File: config.mk
export PLATFORM = sky130hd
export DESIGN_NAME = filter_pad_scheduler_flat
export DESIGN_NICKNAME = d
export VERILOG_FILES = /design/src/rtl/filter_pad_scheduler_pkg.sv /design/src/rtl/filter_pad_scheduler_if.sv /design/src/rtl/filter_pad_scheduler_raster.sv /design/src/rtl/filter_pad_scheduler.sv /design/src/flat_wrapper.sv
export SDC_FILE = /design/constraint.sdc
export NUM_CORES = 1
export LEC_CHECK = 0
export ABC_AREA = 0
export BUFFER_PORTS_ARGS = -buffer_cell sky130_fd_sc_hd__buf_2
export CORE_MARGIN = 2
export CORE_UTILIZATION = 57
export CTS_BUF_LIST = sky130_fd_sc_hd__clkbuf_16
export DETAILED_ROUTE_END_ITERATION = 7
export HOLD_SLACK_MARGIN = 0.05
export PLACE_DENSITY = 0.85
export SKIP_CTS_REPAIR_TIMING = 1
export SYNTH_ARGS = -nofsm -noshare
export SYNTH_HDL_FRONTEND = slang
export SYNTH_SLANG_ARGS = --single-unit
File: constraint.sdc
create_clock -name clk -period 6.1 [get_ports clk]
set_input_delay 1.22 -clock clk [delete_from_list [all_inputs] [get_ports clk]]
set_output_delay 1.22 -clock clk [all_outputs]
set_load 0.02 [all_outputs]
File: src/rtl/filter_pad_scheduler_pkg.sv
// Shared types and geometry helpers for the filter padding scheduler.
// Padded raster is (height+2B) x (width+2B) with B = (kernelSize-1)/2.
package isp_pkg;

    typedef enum logic [1:0] {
        IDLE,
        PAD,
        DATA,
        DONE
    } pad_state_t;

    localparam int DEF_WIDTH  = 320;
    localparam int DEF_HEIGHT = 240;
    localparam int DEF_KERNEL = 3;

    function automatic int boundary(input int kernelSize);
        return (kernelSize - 1) / 2;
    endfunction

    function automatic int padDim(input int n, input int kernelSize);
        return n + 2 * boundary(kernelSize);
    endfunction

    localparam int PAD_W2 = padDim(DEF_WIDTH, DEF_KERNEL);
    localparam int PAD_H2 = padDim(DEF_HEIGHT, DEF_KERNEL);

endpackage

File: src/rtl/filter_pad_scheduler_if.sv
// Pixel stream bundle between the demosaic source, the scheduler
// and filter_fifo; master is the scheduler side.
interface filter_pad_scheduler_if #(
    parameter int dataWidth = 24
);
    logic                 iValid;
    logic                 oReady;
    logic [dataWidth-1:0] iData;
    logic                 oValid;
    logic [dataWidth-1:0] oData;
    logic                 oSof;
    logic                 oEol;

    modport master (
        input  iValid, iData,
        output oReady, oValid, oData, oSof, oEol
    );

    modport slave (
        output iValid, iData,
        input  oReady, oValid, oData, oSof, oEol
    );
endinterface

File: src/rtl/filter_pad_scheduler_raster.sv
// Column/row position within the padded raster, with lookahead
// telling whether the next position lands on an active pixel.
module raster_counter
    import isp_pkg::*;
#(
    parameter int width  = DEF_WIDTH,
    parameter int height = DEF_HEIGHT,
    parameter int border = boundary(DEF_KERNEL),
    parameter int padW2  = PAD_W2,
    parameter int padH2  = PAD_H2
) (
    input  logic clk,
    input  logic reset,
    input  logic clear,
    input  logic advance,
    output logic lastCol,
    output logic lastRow,
    output logic isFirst,
    output logic nextActive
);
    localparam int CW = $clog2(padW2);
    localparam int RW = $clog2(padH2);

    localparam logic [CW-1:0] COL_LAST = CW'(padW2 - 1);
    localparam logic [CW-1:0] COL_LO   = CW'(border);
    localparam logic [CW-1:0] COL_HI   = CW'(border + width);
    localparam logic [RW-1:0] ROW_LAST = RW'(padH2 - 1);
    localparam logic [RW-1:0] ROW_LO   = RW'(border);
    localparam logic [RW-1:0] ROW_HI   = RW'(border + height);

    logic [CW-1:0] col;
    logic [CW-1:0] nCol;
    logic [RW-1:0] row;
    logic [RW-1:0] nRow;

    assign lastCol = col == COL_LAST;
    assign lastRow = row == ROW_LAST;
    assign isFirst = (col == '0) && (row == '0);

    always_comb begin
        nCol = lastCol ? '0 : col + 1'b1;
        nRow = row;
        if (lastCol) nRow = lastRow ? '0 : row + 1'b1;
    end

    assign nextActive = (nRow >= ROW_LO) && (nRow < ROW_HI)
                     && (nCol >= COL_LO) && (nCol < COL_HI);

    always_ff @(posedge clk) begin
        if (reset || clear) begin
            col <= '0;
            row <= '0;
        end else if (advance) begin
            col <= nCol;
            row <= nRow;
        end
    end
endmodule

File: src/rtl/filter_pad_scheduler.sv
// Emits the zero-padded raster for filter_fifo, throttling the
// upstream pixel stream so active pixels land inside the border.
module filter_pad_scheduler
    import isp_pkg::*;
#(
    parameter int width      = DEF_WIDTH,
    parameter int height     = DEF_HEIGHT,
    parameter int kernelSize = DEF_KERNEL,
    parameter int dataWidth  = 24
) (
    input  logic        clk,
    input  logic        reset,
    input  logic        iStart,
    filter_pad_scheduler_if.master bus,
    output logic        oDone,
    output logic        oBusy,
    output logic [15:0] oFrameCnt
);
    pad_state_t state;
    pad_state_t nextState;

    logic advance;
    logic emitData;
    logic startAcc;
    logic finish;
    logic lastCol;
    logic lastRow;
    logic isFirst;
    logic nextActive;
    logic [dataWidth-1:0] beatData;

    raster_counter #(
        .width  (width),
        .height (height),
        .border (boundary(kernelSize)),
        .padW2  (padDim(width, kernelSize)),
        .padH2  (padDim(height, kernelSize))
    ) uRaster (
        .clk        (clk),
        .reset      (reset),
        .clear      (startAcc),
        .advance    (advance),
        .lastCol    (lastCol),
        .lastRow    (lastRow),
        .isFirst    (isFirst),
        .nextActive (nextActive)
    );

    always_ff @(posedge clk) begin
        if (reset) state <= IDLE;
        else       state <= nextState;
    end

    always_comb begin
        nextState = state;
        unique case (state)
            IDLE: if (startAcc) nextState = PAD;
            PAD: begin
                if (lastCol && lastRow) nextState = DONE;
                else if (nextActive)    nextState = DATA;
            end
            DATA: if (bus.iValid && !nextActive) nextState = PAD;
            DONE: nextState = IDLE;
            default: nextState = IDLE;
        endcase
    end

    // A start landing on the oDone cycle is dropped, not queued.
    always_comb begin
        startAcc = (state == IDLE) && iStart && !oDone;
        emitData = (state == DATA) && bus.iValid;
        advance  = (state == PAD) || emitData;
        finish   = state == DONE;
        beatData = emitData ? bus.iData : '0;
    end

    assign bus.oReady = state == DATA;

    always_ff @(posedge clk) begin
        if (reset) begin
            bus.oValid <= 1'b0;
            bus.oData  <= '0;
            bus.oSof   <= 1'b0;
            bus.oEol   <= 1'b0;
            oDone      <= 1'b0;
            oBusy      <= 1'b0;
            oFrameCnt  <= '0;
        end else begin
            bus.oValid <= advance;
            bus.oData  <= beatData;
            bus.oSof   <= advance && isFirst;
            bus.oEol   <= advance && lastCol;
            oDone      <= finish;
            if (finish) oFrameCnt <= oFrameCnt + 16'd1;
            if (startAcc)    oBusy <= 1'b1;
            else if (finish) oBusy <= 1'b0;
        end
    end
endmodule

File: src/flat_wrapper.sv
// flat-port wrapper written by rule: the top's interface ports become plain ports
module filter_pad_scheduler_flat import isp_pkg::*;
#(
    parameter int width      = DEF_WIDTH,
    parameter int height     = DEF_HEIGHT,
    parameter int kernelSize = DEF_KERNEL,
    parameter int dataWidth  = 24
)
  (clk, reset, iStart, oDone, oBusy, oFrameCnt, bus_iValid, bus_iData, bus_oReady, bus_oValid, bus_oData, bus_oSof, bus_oEol);
  filter_pad_scheduler_if #(.dataWidth(dataWidth)) bus_i ();
  input  logic clk;
  input  logic reset;
  input  logic iStart;
  output logic oDone;
  output logic oBusy;
  output logic [15:0] oFrameCnt;
  input wire logic [$bits(bus_i.iValid)-1:0] bus_iValid;
  input wire logic [$bits(bus_i.iData)-1:0] bus_iData;
  output wire logic [$bits(bus_i.oReady)-1:0] bus_oReady;
  output wire logic [$bits(bus_i.oValid)-1:0] bus_oValid;
  output wire logic [$bits(bus_i.oData)-1:0] bus_oData;
  output wire logic [$bits(bus_i.oSof)-1:0] bus_oSof;
  output wire logic [$bits(bus_i.oEol)-1:0] bus_oEol;
  assign bus_i.iValid = bus_iValid;
  assign bus_i.iData = bus_iData;
  assign bus_oReady = bus_i.oReady;
  assign bus_oValid = bus_i.oValid;
  assign bus_oData = bus_i.oData;
  assign bus_oSof = bus_i.oSof;
  assign bus_oEol = bus_i.oEol;
  filter_pad_scheduler #(.width(width), .height(height), .kernelSize(kernelSize), .dataWidth(dataWidth)) u_core (.clk(clk), .reset(reset), .iStart(iStart), .bus(bus_i), .oDone(oDone), .oBusy(oBusy), .oFrameCnt(oFrameCnt));
endmodule
==> flow_results.org <==
** Status
- Outcome :: complete, no violations

** Clock network
- The tree built by TritonCTS fans out to 64 sinks.
- Bufs on Longest Clock Path :: 2
- Clock tree synthesis selected as its root buffer the cell sky130_fd_sc_hd__clkbuf_16.
- TritonCTS Buffers :: 9
- The clock tree synthesis step divided the H-tree into 3 levels.
- Clock tree from TritonCTS :: built
- Clock latency on the worst-skew pair, taken at its later pin, is 0.32 ns.
- CTS clk-pin slew, worst paths :: 0.06 ns

** Global route
- The initial antenna violation count was 0.
- For this run the aggregate overflow at the end of global routing stands at 0.
- Across every metal layer, demand over resource in global routing totals 0.2346.
- Vias in the first global route :: 2,416
- The first global-routing pass estimated 11,030 um of wire.
- Entering global routing, the biggest net connects 26 pins.

** Pwr
- Of the total power, the clock network draws 0.534.
- The share of total power dissipated in sequential elements is 0.398.
- For this design the total switching power over the nets is 239.3 uW.
- The worst-case IR drop observed on VDD is 245.8 uV.
- Internal power comes to 857.1 uW.
- Of the total power, the share spent switching nets is 0.2183.
- Of the total power, combinational logic draws 0.068.
- Power Density :: 299.6 mW/mm^2
- Static Leak :: approximately 1.6 nW

** Critical path
- Beginning of the critical path :: u_core.uRaster.col[0]
- For the worst setup path, the data arrival time is approximately 3.4 ns.
- Cell family with the largest share of critical-path delay :: compound AO/OA/AOI/OAI gates
- Of all nets on the critical path, the largest fanout is 8.
- Cell breakdown of the critical path :: ha_1 > nor4bb_1 > nand2_2 > o32ai_1 > a211oi_1 > a22oi_2 > a21oi_1 > o31a_1
- On the worst path, the slowest cell contributes a delay of 0.92 ns.
- Number of buffers and inverters on the critical path :: 0
- Critical Path RT :: between 6 and 7 ns
- The largest individual stage delay along the critical path comes from the cell sky130_fd_sc_hd__nor4bb_1.
- STA classifies the critical path endpoint as a flip-flop.
- Type of the setup path with the least slack :: reg2reg
- RR Startpoint :: u_core.uRaster.col[0]
- Category of the worst setup path launch point :: flip-flop

** Timing
- The max-slew violation total from the final report came to 0.
- Final-layout setup total negative slack :: 0 ns
- Static timing analysis puts the maximum clock frequency at between 0.3 and 0.4 GHz.
- Max Clock Skew :: roughly 0.0043 ns
- Setup violations remaining at the end of the flow were counted as 0.
- Setup repair after global routing left no endpoint under its margin.
- Of the available clock period, the critical path in the final layout requires 0.5189.
- The worst path meets setup with 2.935 ns of slack.
- Worst slew slack as a fraction of its limit :: 0.2679
- Slew at the pin closest to its max-slew limit :: 1.083 ns
- Number of failing hold endpoints at the final stage :: 0
- For the finished layout, the period the worst path requires is 3.165 ns.

** Die
- The floorplan step set the die width to 75.93 um.
- Pin placement for this block handled 74 I/O pins.
- For this configuration, the core starts out at a cell density of 0.5849.
- Die area :: between 0.005 and 0.006 mm^2
- The die is between 70 and 80 um tall.
- Placeable core region :: 0.005042 mm^2
- The floorplan has 26 rows.

** Synthesis
- The biggest area contributor in the post-synthesis netlist is sky130_fd_sc_hd__dfxtp_1.
- The most used flip-flop cell after synthesis is sky130_fd_sc_hd__dfxtp_1.
- In the synthesized netlist, the number of instances is about 340.
- Cell area after synthesis :: between 0.002 and 0.003 mm^2
- Counting flops and latches in the post-synthesis netlist gives 64.
- The share of synthesized area in the top cell type comes to 0.4345.
- Fraction of the yosys area taken by sequential cells :: 0.4345
- Average footprint of a synthesized cell :: 8.751 um^2
- During synthesis, Yosys emitted a total of 0 warnings.
- Cell variety after synth :: 55
- Post-Synthesis Net Count :: 372
- In the post-synthesis netlist, the biggest area contributors are sky130_fd_sc_hd__dfxtp_1, sky130_fd_sc_hd__and2_1, sky130_fd_sc_hd__nor2_1.
- The synthesized design contains 0 enable-type register cells.
- In the synthesized netlist the async set-or-reset flop fraction comes to 0.

** Routing
- Vias per Instance :: 5.487
- The routed layout has 2,612 vias.
- Dividing the detail-routed wire length by the instance count gives 13.74 um.
- Count of unresolved DRC violations after routing :: 0
- DRC marker count from the first detailed-route iteration :: 195
- Post-DRT Antenna Nets :: 0
- The pre-antenna-repair detailed-routing pass consisted of 4 iterations.
- Overall routed net length :: 6542 um

** Cells and area
- Fraction of layout cells with a size suffix above 1 :: 0.2463
- Most common library cell in the layout ignoring fill and taps :: sky130_fd_sc_hd__buf_2
- Net count reported at finish :: around 440
- From synthesis to final layout, the design area changed by 24.10%.
- Commonest non-fill, non-tap cells in the layout :: sky130_fd_sc_hd__buf_2, sky130_fd_sc_hd__dfxtp_1, sky130_fd_sc_hd__nor2_1
- Antenna fix cells :: 0

** Place
- OpenSTA, run right after detailed placement, puts the worst setup slack at 2.967 ns.
- Post-DP HPWL :: 4469 um
- Buffers placed on the I/O ports in this run total 73.
- Routability-driven placement finished with a final weighted congestion of 0.9394.

** Worst hold path
- The worst hold path begins at u_core.oFrameCnt[15].
- Worst min path class :: reg2reg

** Flow run
- Number of max-cap violations :: 0
area by class of cell:
| type | count | area (um^2) |
|---|---|---|
| Fill cell | 388 | 1383 |
| Timing Repair Buffer | 73 | 365.4 |
| Tap cell | 70 | 87.58 |
| Clock buffer | 9 | 225.2 |
| Inverter | 7 | 26.28 |
| Clock inverter | 7 | 118.9 |
| Multi-Input combinational cell | 246 | 1555 |
| Sequential cell | 64 | 1281 |
per-stage QoR:
stage | util | power, mW | area, um^2 | hold slack, ns | instances
3_5_place_dp | 0.6576 | 0.5182 | 3316 | 0.4754 | 460
5_1_grt | 0.7258 | 1.135 | 3660 | 0.5079 | 476
4_1_cts | 0.7258 | 1.103 | 3660 | 0.4882 | 476
6_report | 0.7258 | 1.096 | 3660 | 0.4832 | 476
2_1_floorplan | - | 0.4937 | 2949 | 0.4832 | 337
3_3_place_gp | 0.6576 | 0.5165 | 3316 | 0.4661 | 460
final timing paths:
kind              cells past startpoint  slack, ns                   end
setup reg to reg                      8       2.94       u_core.state[0]
hold / removal                        2       0.48  u_core.oFrameCnt[15]
hold reg to reg                       2       0.48  u_core.oFrameCnt[15]
setup / recovery                      8       2.94       u_core.state[0]
synthesized netlist by cell type, types with 2 or more instances:
library cell,number
sky130_fd_sc_hd__a21o_1,2
sky130_fd_sc_hd__xnor2_1,8
sky130_fd_sc_hd__o2111a_1,2
sky130_fd_sc_hd__and3_1,6
sky130_fd_sc_hd__nor2b_1,3
sky130_fd_sc_hd__nor4b_1,2
sky130_fd_sc_hd__o32ai_1,2
sky130_fd_sc_hd__and2_1,29
sky130_fd_sc_hd__or2_2,2
sky130_fd_sc_hd__a21oi_1,18
sky130_fd_sc_hd__nand4_1,6
sky130_fd_sc_hd__inv_1,7
sky130_fd_sc_hd__a31oi_1,5
sky130_fd_sc_hd__nand3_1,13
sky130_fd_sc_hd__o21a_1,2
sky130_fd_sc_hd__a22oi_1,4
sky130_fd_sc_hd__or3_1,6
sky130_fd_sc_hd__and4_1,3
sky130_fd_sc_hd__nand2_2,2
sky130_fd_sc_hd__nor3b_1,4
sky130_fd_sc_hd__nand2b_1,2
sky130_fd_sc_hd__ha_1,7
sky130_fd_sc_hd__buf_2,4
sky130_fd_sc_hd__nor2_1,39
sky130_fd_sc_hd__dfxtp_1,64
sky130_fd_sc_hd__o21ai_0,12
sky130_fd_sc_hd__xor2_1,10
sky130_fd_sc_hd__nor3_1,10
sky130_fd_sc_hd__nand2_1,20
sky130_fd_sc_hd__a211oi_1,5
sky130_fd_sc_hd__clkbuf_1,14
sequential cells by signal, indices dropped and copies added, names as in the netlist:
name	flops
u_core.state	2
u_core.bus.oSof	1
u_core.uRaster.row	8
u_core.uRaster.col	9
u_core.oDone	1
u_core.bus.oValid	1
u_core.bus.oData	24
u_core.oFrameCnt	16
u_core.bus.oEol	1
u_core.oBusy	1
power by group through the flow:
stage / Sequential (mW) / Combinational, mW / Clock, mW
4_1_cts: 0.436 / 0.0743 / 0.593
5_1_grt: 0.437 / 0.0815 / 0.616
2_1_floorplan: 0.448 / 0.0457 / 0
6_report: 0.436 / 0.0745 / 0.586
3_5_place_dp: 0.444 / 0.0737 / 0
3_3_place_gp: 0.444 / 0.0720 / 0
worst register-to-register path: stages (launching register included):
cell,delay [ns]
sky130_fd_sc_hd__dfxtp_1,0.45
sky130_fd_sc_hd__ha_1,0.21
sky130_fd_sc_hd__nor4bb_1,0.92
sky130_fd_sc_hd__nand2_2,0.23
sky130_fd_sc_hd__o32ai_1,0.50
sky130_fd_sc_hd__a211oi_1,0.12
sky130_fd_sc_hd__a22oi_2,0.25
sky130_fd_sc_hd__a21oi_1,0.10
sky130_fd_sc_hd__o31a_1,0.28
routing by layer:
layer / routed length (um) / part of all wire / global-route usage / vias up
li1: - / - / - / 1311
met1: 2857 / 0.44 / 0.2974 / 1215
met2: 3218 / 0.49 / 0.3813 / 77
met3: 353 / 0.054 / 0.06786 / 9
met4: 112 / 0.017 / 0.08727 / 0
met5: 0 / 0 / 0 / -
cell families (layout without fill, tap and decap cells):
group | Yosys count | in the layout | share of synthesized area
compound gates | 64 | 64 | 0.1438
xor+xnor | 18 | 18 | 0.05346
mux | 1 | 1 | 0.003818
buf+inv | 27 | 96 | 0.03988
fa+ha+maj | 7 | 7 | 0.02970
flops | 64 | 64 | 0.4345
simple gates | 156 | 156 | 0.2949
No activity file was read; power rests on OpenSTA's default activity.
